==> config.mk <==
export PLATFORM = sky130hd
export DESIGN_NAME = fmul_arbiter_flat
export DESIGN_NICKNAME = d
export VERILOG_FILES = /design/src/rtl/fmul_pkg.sv /design/src/rtl/fmul_arbiter_if.sv /design/src/rtl/rr_arbiter.sv /design/src/rtl/fmul_arbiter.sv /design/src/flat_wrapper.sv
export SDC_FILE = /design/constraint.sdc
export NUM_CORES = 1
export LEC_CHECK = 0
export ABC_AREA = 1
export CAP_MARGIN = 20
export CORE_AREA = 2 2 157 159
export DETAILED_ROUTE_END_ITERATION = 8
export DIE_AREA = 0 0 159 161
export PLACE_DENSITY_LB_ADDON = 0.05
export SKIP_CTS_REPAIR_TIMING = 1
export SLEW_MARGIN = 0
export SYNTH_ARGS = -nofsm -noshare
export SYNTH_HDL_FRONTEND = slang
export SYNTH_SLANG_ARGS = --single-unit
==> constraint.sdc <==
create_clock -name clk -period 3.25 [get_ports clk]
set_clock_uncertainty 0.2 [all_clocks]
set_input_delay 0.4875 -clock clk [delete_from_list [all_inputs] [get_ports clk]]
set_output_delay 0.4875 -clock clk [all_outputs]
set_load 0.03 [all_outputs]
==> src/rtl/fmul_pkg.sv <==
// Shared types, widths and helpers for the FP32 multiplier arbiter.
package fmul_pkg;

    // Controller states: waiting for a request, holding operands on the
    // multicycle multiplier path, and presenting the registered result.
    typedef enum logic [1:0] {
        IDLE = 2'd0,
        HOLD = 2'd1,
        RESP = 2'd2
    } state_t;

    localparam int FP_W   = 32;
    localparam int EXP_W  = 8;
    localparam int FRAC_W = 23;

    // Quiet-free canonical NaN the shared multiplier returns for invalid operations.
    localparam logic [FP_W-1:0] FP_CANON_NAN = 32'h7F80_0001;

    // Classification of an IEEE-754 single value; the three flags never coexist.
    typedef struct packed {
        logic nan;
        logic inf;
        logic zero;
    } fp_flags_t;

    // Classify a single-precision value from its exponent and fraction fields.
    function automatic fp_flags_t fp_class(input logic [FP_W-1:0] value);
        logic [EXP_W-1:0]  exp_f;
        logic [FRAC_W-1:0] frac_f;
        logic              exp_ones;
        logic              exp_zero;
        logic              frac_zero;
        fp_flags_t         flags;
        exp_f     = value[FP_W-2 -: EXP_W];
        frac_f    = value[FRAC_W-1:0];
        exp_ones  = (exp_f == {EXP_W{1'b1}});
        exp_zero  = (exp_f == {EXP_W{1'b0}});
        frac_zero = (frac_f == {FRAC_W{1'b0}});
        flags.nan  = exp_ones && !frac_zero;
        flags.inf  = exp_ones && frac_zero;
        flags.zero = exp_zero && frac_zero;
        return flags;
    endfunction

endpackage

==> src/rtl/fmul_arbiter_if.sv <==
// Request, multiplier and response signals of the shared FP32 multiplier
// arbiter. The slave modport is the arbiter's view; the master modport is
// the view of the clients plus the external multiplier.
interface fmul_arbiter_if
    import fmul_pkg::*;
#(
    parameter int N_REQ = 4
) ();

    localparam int ID_W = $clog2(N_REQ);

    // Per-requester request channels.
    logic [N_REQ-1:0]           req_valid;
    logic [N_REQ-1:0]           req_ready;
    logic [N_REQ-1:0][FP_W-1:0] req_a;
    logic [N_REQ-1:0][FP_W-1:0] req_b;

    // Shared multiplier connection.
    logic [FP_W-1:0]            mul_a;
    logic [FP_W-1:0]            mul_b;
    logic [FP_W-1:0]            mul_op;

    // Single tagged response channel.
    logic                       resp_valid;
    logic                       resp_ready;
    logic [ID_W-1:0]            resp_id;
    logic [FP_W-1:0]            resp_data;
    logic                       resp_nan;
    logic                       resp_inf;
    logic                       resp_zero;
    logic                       busy;

    modport slave (
        input  req_valid, req_a, req_b, mul_op, resp_ready,
        output req_ready, mul_a, mul_b, resp_valid, resp_id, resp_data,
               resp_nan, resp_inf, resp_zero, busy
    );

    modport master (
        output req_valid, req_a, req_b, mul_op, resp_ready,
        input  req_ready, mul_a, mul_b, resp_valid, resp_id, resp_data,
               resp_nan, resp_inf, resp_zero, busy
    );

endinterface

==> src/rtl/rr_arbiter.sv <==
// Round-robin picker: searches the request vector starting at ptr and
// wrapping modulo N_REQ, returning a one-hot grant and its index. The
// pointer itself is owned by the caller.
module rr_arbiter #(
    parameter  int N_REQ = 4,
    localparam int ID_W  = $clog2(N_REQ)
) (
    input  logic [N_REQ-1:0] req,
    input  logic [ID_W-1:0]  ptr,
    input  logic             en,
    output logic [N_REQ-1:0] grant,
    output logic [ID_W-1:0]  grant_id
);

    // First requester at or after ptr wins; nothing is granted when disabled.
    always_comb begin
        int              pos_i;
        logic [ID_W-1:0] idx_s;
        logic            hit_s;
        logic            found_s;
        grant    = {N_REQ{1'b0}};
        grant_id = {ID_W{1'b0}};
        found_s  = 1'b0;
        pos_i    = 0;
        idx_s    = {ID_W{1'b0}};
        hit_s    = 1'b0;
        for (int k = 0; k < N_REQ; k++) begin
            pos_i        = int'(ptr) + k;
            idx_s        = ID_W'((pos_i >= N_REQ) ? (pos_i - N_REQ) : pos_i);
            hit_s        = en && !found_s && req[idx_s];
            grant[idx_s] = grant[idx_s] | hit_s;
            grant_id     = hit_s ? idx_s : grant_id;
            found_s      = found_s | hit_s;
        end
    end

endmodule

==> src/rtl/fmul_arbiter.sv <==
// Shares one external combinational FP32 multiplier between N_REQ clients.
// A round-robin winner's operands are latched and held on the multiplier
// inputs for MUL_LAT cycles, then the product is registered, classified and
// returned on a single response channel tagged with the winner's index.
module fmul_arbiter
    import fmul_pkg::*;
#(
    parameter int N_REQ   = 4,
    parameter int MUL_LAT = 2
) (
    input logic           clk,
    input logic           rst_n,
    fmul_arbiter_if.slave bus
);

    localparam int               ID_W     = $clog2(N_REQ);
    localparam int               CNT_W    = 4;
    localparam logic [CNT_W-1:0] CNT_LOAD = CNT_W'(MUL_LAT - 1);
    localparam logic [ID_W-1:0]  LAST_ID  = ID_W'(N_REQ - 1);

    state_t           state_r;
    state_t           state_nxt_s;
    logic [ID_W-1:0]  ptr_r;
    logic [ID_W-1:0]  ptr_nxt_s;
    logic [ID_W-1:0]  id_r;
    logic [CNT_W-1:0] cnt_r;
    logic [FP_W-1:0]  op_a_r;
    logic [FP_W-1:0]  op_b_r;
    logic [FP_W-1:0]  res_r;
    fp_flags_t        flags_r;

    logic [N_REQ-1:0] grant_s;
    logic [ID_W-1:0]  grant_id_s;
    logic             arb_en_s;
    logic             grant_any_s;
    logic             cnt_zero_s;

    // Grants only happen in IDLE; they are also suppressed while reset is
    // asserted so no client believes its request was taken by a block that
    // is about to clear itself.
    assign arb_en_s    = (state_r == IDLE) && rst_n;
    assign grant_any_s = |grant_s;
    assign cnt_zero_s  = (cnt_r == {CNT_W{1'b0}});

    rr_arbiter #(
        .N_REQ (N_REQ)
    ) u_rr (
        .req      (bus.req_valid),
        .ptr      (ptr_r),
        .en       (arb_en_s),
        .grant    (grant_s),
        .grant_id (grant_id_s)
    );

    // Priority moves to the requester just after the winner, wrapping at N_REQ.
    always_comb begin
        ptr_nxt_s = ptr_r;
        if (grant_id_s == LAST_ID) begin
            ptr_nxt_s = {ID_W{1'b0}};
        end else begin
            ptr_nxt_s = grant_id_s + ID_W'(1);
        end
    end

    // Next-state logic for the grant / hold / respond sequence.
    always_comb begin
        state_nxt_s = state_r;
        case (state_r)
            IDLE: begin
                if (grant_any_s) begin
                    state_nxt_s = HOLD;
                end else begin
                    state_nxt_s = IDLE;
                end
            end
            HOLD: begin
                if (cnt_zero_s) begin
                    state_nxt_s = RESP;
                end else begin
                    state_nxt_s = HOLD;
                end
            end
            RESP: begin
                if (bus.resp_ready) begin
                    state_nxt_s = IDLE;
                end else begin
                    state_nxt_s = RESP;
                end
            end
            default: begin
                state_nxt_s = IDLE;
            end
        endcase
    end

    // State register.
    always_ff @(posedge clk) begin
        if (!rst_n) begin
            state_r <= IDLE;
        end else begin
            state_r <= state_nxt_s;
        end
    end

    // Operand capture on grant, hold countdown, and product capture at the end of HOLD.
    always_ff @(posedge clk) begin
        if (!rst_n) begin
            ptr_r   <= {ID_W{1'b0}};
            id_r    <= {ID_W{1'b0}};
            cnt_r   <= {CNT_W{1'b0}};
            op_a_r  <= {FP_W{1'b0}};
            op_b_r  <= {FP_W{1'b0}};
            res_r   <= {FP_W{1'b0}};
            flags_r <= '{nan: 1'b0, inf: 1'b0, zero: 1'b0};
        end else begin
            case (state_r)
                IDLE: begin
                    if (grant_any_s) begin
                        op_a_r <= bus.req_a[grant_id_s];
                        op_b_r <= bus.req_b[grant_id_s];
                        id_r   <= grant_id_s;
                        cnt_r  <= CNT_LOAD;
                        ptr_r  <= ptr_nxt_s;
                    end
                end
                HOLD: begin
                    if (cnt_zero_s) begin
                        res_r   <= bus.mul_op;
                        flags_r <= fp_class(bus.mul_op);
                    end else begin
                        cnt_r <= cnt_r - CNT_W'(1);
                    end
                end
                RESP: begin
                    // Result and tag stay frozen until the consumer accepts.
                end
                default: begin
                end
            endcase
        end
    end

    // The multiplier always sees the operand registers, so its inputs only
    // toggle when a new operation is granted.
    assign bus.req_ready  = grant_s;
    assign bus.mul_a      = op_a_r;
    assign bus.mul_b      = op_b_r;
    assign bus.resp_valid = (state_r == RESP);
    assign bus.resp_id    = id_r;
    assign bus.resp_data  = res_r;
    assign bus.resp_nan   = flags_r.nan;
    assign bus.resp_inf   = flags_r.inf;
    assign bus.resp_zero  = flags_r.zero;
    assign bus.busy       = (state_r != IDLE);

endmodule
==> src/flat_wrapper.sv <==
// flat-port wrapper written by rule: the top's interface ports become plain ports
module fmul_arbiter_flat import fmul_pkg::*;
#(
    parameter int N_REQ   = 4,
    parameter int MUL_LAT = 2
)
  (clk, rst_n, bus_req_valid, bus_req_a, bus_req_b, bus_mul_op, bus_resp_ready, bus_req_ready, bus_mul_a, bus_mul_b, bus_resp_valid, bus_resp_id, bus_resp_data, bus_resp_nan, bus_resp_inf, bus_resp_zero, bus_busy);
  fmul_arbiter_if #(.N_REQ(N_REQ)) bus_i ();
  input logic clk;
  input logic rst_n;
  input wire logic [$bits(bus_i.req_valid)-1:0] bus_req_valid;
  input wire logic [$bits(bus_i.req_a)-1:0] bus_req_a;
  input wire logic [$bits(bus_i.req_b)-1:0] bus_req_b;
  input wire logic [$bits(bus_i.mul_op)-1:0] bus_mul_op;
  input wire logic [$bits(bus_i.resp_ready)-1:0] bus_resp_ready;
  output wire logic [$bits(bus_i.req_ready)-1:0] bus_req_ready;
  output wire logic [$bits(bus_i.mul_a)-1:0] bus_mul_a;
  output wire logic [$bits(bus_i.mul_b)-1:0] bus_mul_b;
  output wire logic [$bits(bus_i.resp_valid)-1:0] bus_resp_valid;
  output wire logic [$bits(bus_i.resp_id)-1:0] bus_resp_id;
  output wire logic [$bits(bus_i.resp_data)-1:0] bus_resp_data;
  output wire logic [$bits(bus_i.resp_nan)-1:0] bus_resp_nan;
  output wire logic [$bits(bus_i.resp_inf)-1:0] bus_resp_inf;
  output wire logic [$bits(bus_i.resp_zero)-1:0] bus_resp_zero;
  output wire logic [$bits(bus_i.busy)-1:0] bus_busy;
  assign bus_i.req_valid = bus_req_valid;
  assign bus_i.req_a = bus_req_a;
  assign bus_i.req_b = bus_req_b;
  assign bus_i.mul_op = bus_mul_op;
  assign bus_i.resp_ready = bus_resp_ready;
  assign bus_req_ready = bus_i.req_ready;
  assign bus_mul_a = bus_i.mul_a;
  assign bus_mul_b = bus_i.mul_b;
  assign bus_resp_valid = bus_i.resp_valid;
  assign bus_resp_id = bus_i.resp_id;
  assign bus_resp_data = bus_i.resp_data;
  assign bus_resp_nan = bus_i.resp_nan;
  assign bus_resp_inf = bus_i.resp_inf;
  assign bus_resp_zero = bus_i.resp_zero;
  assign bus_busy = bus_i.busy;
  fmul_arbiter #(.N_REQ(N_REQ), .MUL_LAT(MUL_LAT)) u_core (.clk(clk), .rst_n(rst_n), .bus(bus_i));
endmodule
* Word level (Yosys, flattened, before mapping)
Cells that the tools add are included.
** Cells by class
- Add/sub/neg operators :: 9
- Order comparisons :: 13
- Equal/unequal tests :: 6
- Mux-type cells :: 47
- Bitwise gates (word level) :: 7
- Reductions and logical operators :: 29
** Operators with widths (count)
- 32-bit binary-select mux with 2-bit select :: 2
- 32-bit 2-to-1 mux :: 2
- 23-bit logical NOT :: 1
- 2-bit 2-to-1 mux :: 11
- 1-bit binary-select mux with 2-bit select :: 8
- 1-bit logical AND :: 15
- 2-bit by 3-bit less-than comparator with 1-bit output, second input constant :: 5
- 1-bit 2-to-1 mux :: 13
- 4-bit bitwise mux :: 3
- 3-bit greater-or-equal comparator, second input constant :: 3
- 1-bit demux with 2-bit select :: 4
- 8-bit == test, second input constant :: 1
- 2-bit by 1-bit greater-or-equal comparator with 1-bit output, second input constant :: 4
- 8-bit logical NOT :: 1
- 4-bit 2-to-1 mux :: 2
- 4-bit case mux with 2 select lines :: 1
- 2-bit by 1-bit subtractor with 2-bit output, second input constant :: 4
- 2-bit by 2-bit adder with 3-bit output, second input constant :: 2
- 1-bit bitwise OR :: 6
- 2-bit case mux with 3 select lines :: 1
- 4-bit AND :: 1
- 2-bit == test, second input constant :: 2
- 1-bit logical NOT :: 4
- 4-bit logical NOT :: 1
- 12 further kinds :: 14
** Storage, ports and cells
- Register bits after elaboration :: 109
- Input port bits :: 295
- Output and inout port bits :: 107
- Logic and storage cells :: 121

* Logic depth before layout (Yosys ltp)
- Depth in word-level cells :: 22
- Gate-level depth with buffers :: 24
- Mapped depth without buffers :: 22

* Cells and area by module
From an unflattened synthesis, not the netlist that was laid out.
** Unflattened totals
- Cell total of the unflattened synthesis :: 996
- Area, all modules :: 6357.3 um2
** Modules (own cells, without submodules)
- fmul_arbiter :: times used 1, cells an instance 890, area each 5780.5 um2, seq. area each 2182.1 um2
- rr_arbiter :: times used 1, cells an instance 106, area each 576.8 um2, seq. area each 0.0 um2

* Least setup slack after synthesis
OpenSTA, ideal clock, no wires.
- Kind :: register to register
- Start :: register (tool-made name)
- End :: register u_core.op_b_r[21], in the netlist u_core.bus.mul_b[21]
- Library setup time :: 0.113 ns
- Arrival time :: 2.727 ns
- Path slack :: 0.209 ns
- Stages on the path, launching flop included :: 24
- Clock period less this slack :: 3.041 ns
- Path through :: dfxtp_1 -> inv_2 -> buf_6 -> ha_1 -> inv_1 -> nand2_1 -> nand4_2 -> nand4_1 -> nand3_1 -> nand3_1 -> nand2_2 -> nand3_1 -> nand3_1 -> nand3_1 -> nand2_1 -> nand3_1 -> nand2_1 -> nand2_2 -> inv_1 -> nand2_2 -> buf_4 -> buf_6 -> nor2_1 -> nor2_1
** RTL lines
- end signal, assigned :: RTL line fmul_arbiter.sv:112 : op_b_r <= {FP_W{1'b0}};
- end signal, assigned :: RTL line fmul_arbiter.sv:120 : op_b_r <= bus.req_b[grant_id_s];
- end, declared :: RTL line fmul_arbiter.sv:28 : logic [FP_W-1:0] op_b_r;

==> impl_metrics.py <==
metrics = {
    "power_and_ir_drop": {
        "p_int_mw": 6.36,
        "power_frac_seq": 0.170,
        "leakage_nw": 4.80,
        "power.switching_mw": 6.48,
        "powerDensity_nw_per_um2": 1090,
        "clock_power_share": 0.093,
        "vdd_ir_drop_max_mv": 0.453,
        "swShare": 0.505,
        "comb_power_share": 0.737,
        "power_mw": 12.8,
    },
    "synth": {
        "ys_dominant_reg_cell": "dfxtp_1",
        "syn-num-nets": 1298,
        "syn_inst": 997,
        "synth.distinct_cells": 29,
        "synth-edff-count": 0,
        "synth.avg_cell_area_um2": 6.34,
        "ys_ff_latch": 109,
        "yosys_warnings": 0,
        "async_reset_ff_frac": 0,
        "syn_area_um2": 6320,
        "synth_seq_area_share": 0.345,
    },
    "clocking": {
        "clockBufferDepth": 2,
        "clock_sinks": 109,
        "clk_pin_slew_ns": 0.09,
        "cts_tree": "done",
        "htree_num_levels": 3,
        "clk_latency_ns": 0.36,
        "numCtsBuffers": 9,
        "root_buffer": "clkbuf_16",
    },
    "sta": {
        "setup-violations-final": 4,
        "max-slew-margin-rel": 0.339,
        "drv_slew": 0,
        "period_share": 1.02,
        "tns_ns": -0.222,
        "finalWorstSetupSlack_ns": -0.0627,
        "period_minus_slack_ns": 3.31,
        "rsz0062_at_grt": "true",
        "hold_viol_final": 0,
        "fmax_ghz": 0.302,
        "worst_pin_slew_ns": 0.992,
        "timing.hold.ws_ns": 0.280,
    },
    "worst_hold_path": {
        "holdPathStages": 2,
        "min_from": "u_core.bus.resp_inf$_SDFFE_PN0P_",
        "hp-class": "flop to flop",
        "holdPathEnd": "u_core.bus.resp_inf$_SDFFE_PN0P_",
    },
    "setup_path": {
        "arrival_ns": 2.63,
        "required_ns": 2.56,
        "reg2reg_to": "u_core.bus.mul_a[18]$_SDFFE_PN0P_",
        "path_class": "flop to output pin",
        "critPathMaxFanout": 6,
        "critPathCaptureType": "output pin",
        "reg2reg_slack_ns": 0.11,
        "startpoint_type": "flop",
        "reg2reg_depth": 19,
    },
    "floorplan": {
        "fp.dieW_um": 159,
        "die-height_um": 161,
        "die_area_um2": 25600,
        "initial_core_util": 0.264,
        "num_io_pins": 402,
        "fp.coreArea_um2": 24000,
        "rows": 57,
    },
    "detailed_routing": {
        "wl_mm": 29.9,
        "vias": 8259,
        "route.detailed.wl_per_inst_um": 17.2,
        "viasPerCell": 4.74,
        "drt_iter0_drc": 461,
        "ant_nets": 0,
        "drc_errors": 0,
        "drtPass1Iterations": 4,
    },
    "final_layout": {
        "mostFrequentLayoutCells": "clkdlybuf4s50_1 (392), nor2_1 (306), o21ai_0 (184)",
        "finalNetCount": 1712,
        "layout_commonest_cell": "clkdlybuf4s50_1",
        "finalNonFillerCells": 1742,
        "drive_above_1_share": 0.114,
        "syn_to_final_growth_pct": 86.0,
        "fin_area_um2": 11800,
        "filler_cell_count": 2483,
        "postLayoutCoreUtil": 0.491,
    },
    "placed_design": {
        "place_congestion": 0.862,
        "place_worst_setup_slack_ns": -0.294,
        "placed_area_um2": 11100,
        "place_inst": 1715,
        "numPortBuffers": 401,
        "hpwl_mm": 22.6,
    },
    "grt": {
        "antenna_found_initial": 4,
        "grt_pass1_vias": 8092,
        "track_usage": 0.219,
        "grt_max_degree": 102,
        "grt_overflow_total": 0,
        "grt_pass1_wl_mm": 44.6,
    },
    "outcome": {
        "status": "finished with violations",
        "violations": "setup timing",
    },
    "job": {
        "maxCapViolCount": 0,
    },
}
## worst max-delay path, stage by stage, from the launching register on
cell and delay, ns:
dfxtp_4 0.40, buf_12 0.15, mux2i_4 0.25, nand2_2 0.09, nand4_4 0.12, nand4_1 0.14, nand3_1 0.09, nand3_1 0.13
nand2_4 0.14, nand3_4 0.08, nand3_2 0.09, nand3_2 0.11, nand2_4 0.10, nand3_2 0.07, nand2_2 0.09, inv_2 0.05
buf_6 0.13
## cell type report
cell class              instances  area, um^2  area share
diodes                          2        5.00    0.000426
clock inverters                 7        93.8     0.00798
inverters                      45         175      0.0149
repair buffers                480        4830       0.411
well taps                     324         405      0.0345
clock buffers                   9         225      0.0192
flip-flops and latches        109        2190       0.186
multi-input cells             766        3830       0.326
## logic make-up (layout without fill, tap and decap cells)
| group | count (synthesis) | count (layout) | synth area share |
|---|---|---|---|
| adders and majority gates | 6 | 6 | 0.0119 |
| AOI/OAI and AO/OA | 320 | 320 | 0.267 |
| xor gates and xnor gates | 1 | 1 | 0.00139 |
| and+or+nand+nor | 437 | 437 | 0.285 |
| other | 0 | 2 | 0 |
| muxes | 2 | 2 | 0.00317 |
| DFF | 109 | 109 | 0.345 |
| buffers and inverters | 122 | 541 | 0.0863 |
## synth_stat cells (2+ instances only)
library cell	number	area [um^2]
a21oi_1	26	130
o21ai_0	184	921
mux2i_1	2	20.0
ha_1	6	75.1
buf_4	2	15.0
inv_1	43	161
o22ai_1	64	400
buf_2	16	80.1
inv_2	2	7.51
nand4_1	13	81.3
nor4_1	6	37.5
nor3_1	4	20.0
nor2_1	308	1160
nand3_1	33	165
nand2_1	62	233
dfxtp_1	109	2180
buf_6	8	90.1
nor2_4	2	22.5
o21ai_1	43	215
nand3_2	2	20.0
nand2_2	4	25.0
clkbuf_1	50	188
a31oi_1	2	12.5
## power by group through the flow
stage | Clock, mW | Sequential [mW] | Combinational [mW]
final | 1.19 | 2.18 | 9.46
after global routing | 1.28 | 2.25 | 10.4
after CTS | 1.23 | 2.18 | 9.09
after detailed placement | 0 | 2.20 | 9.07
after global placement | 0 | 2.19 | 9.10
after floorplan | 0 | 3.11 | 4.46
## how the worst max path moves through the flow
stage | slack (ns) | end | startpoint | depth (start not counted)
3_3_place_gp | -0.20 | u_core.cnt_r[0]$_SDFFE_PN0P_ | bus_req_valid[3] | 22
5_1_grt | -0.21 | bus_req_ready[1] | flop | 16
3_5_place_dp | -0.29 | u_core.cnt_r[3]$_SDFFE_PN0P_ | bus_req_valid[3] | 22
2_1_floorplan | 0.21 | u_core.bus.mul_b[21]$_SDFFE_PN0P_ | flop | 23
6_report | -0.06 | bus_req_ready[3] | flop | 16
4_1_cts | -0.19 | bus_req_ready[3] | flop | 18
## routing by layer
metal  vias up  wire [um]  global-route usage  part of all wire
met5         -         30                   0            0.0010
met4         4        759              0.0781             0.025
met3        40       2440              0.0734             0.081
met2       295      14200               0.379              0.48
met1      3726      12500               0.254              0.42
li1       4194          -                   -                 -
## flip-flops by register name, summed over array words and instances, names as in the netlist, 2 cells and up, named ones only
signal,flops
u_core.bus.mul_a,32
u_core.bus.mul_b,32
u_core.bus.resp_data,32
u_core.cnt_r,4
u_core.bus.resp_id,2
u_core.state_r,2
Power figures use the tool's default switching activity.
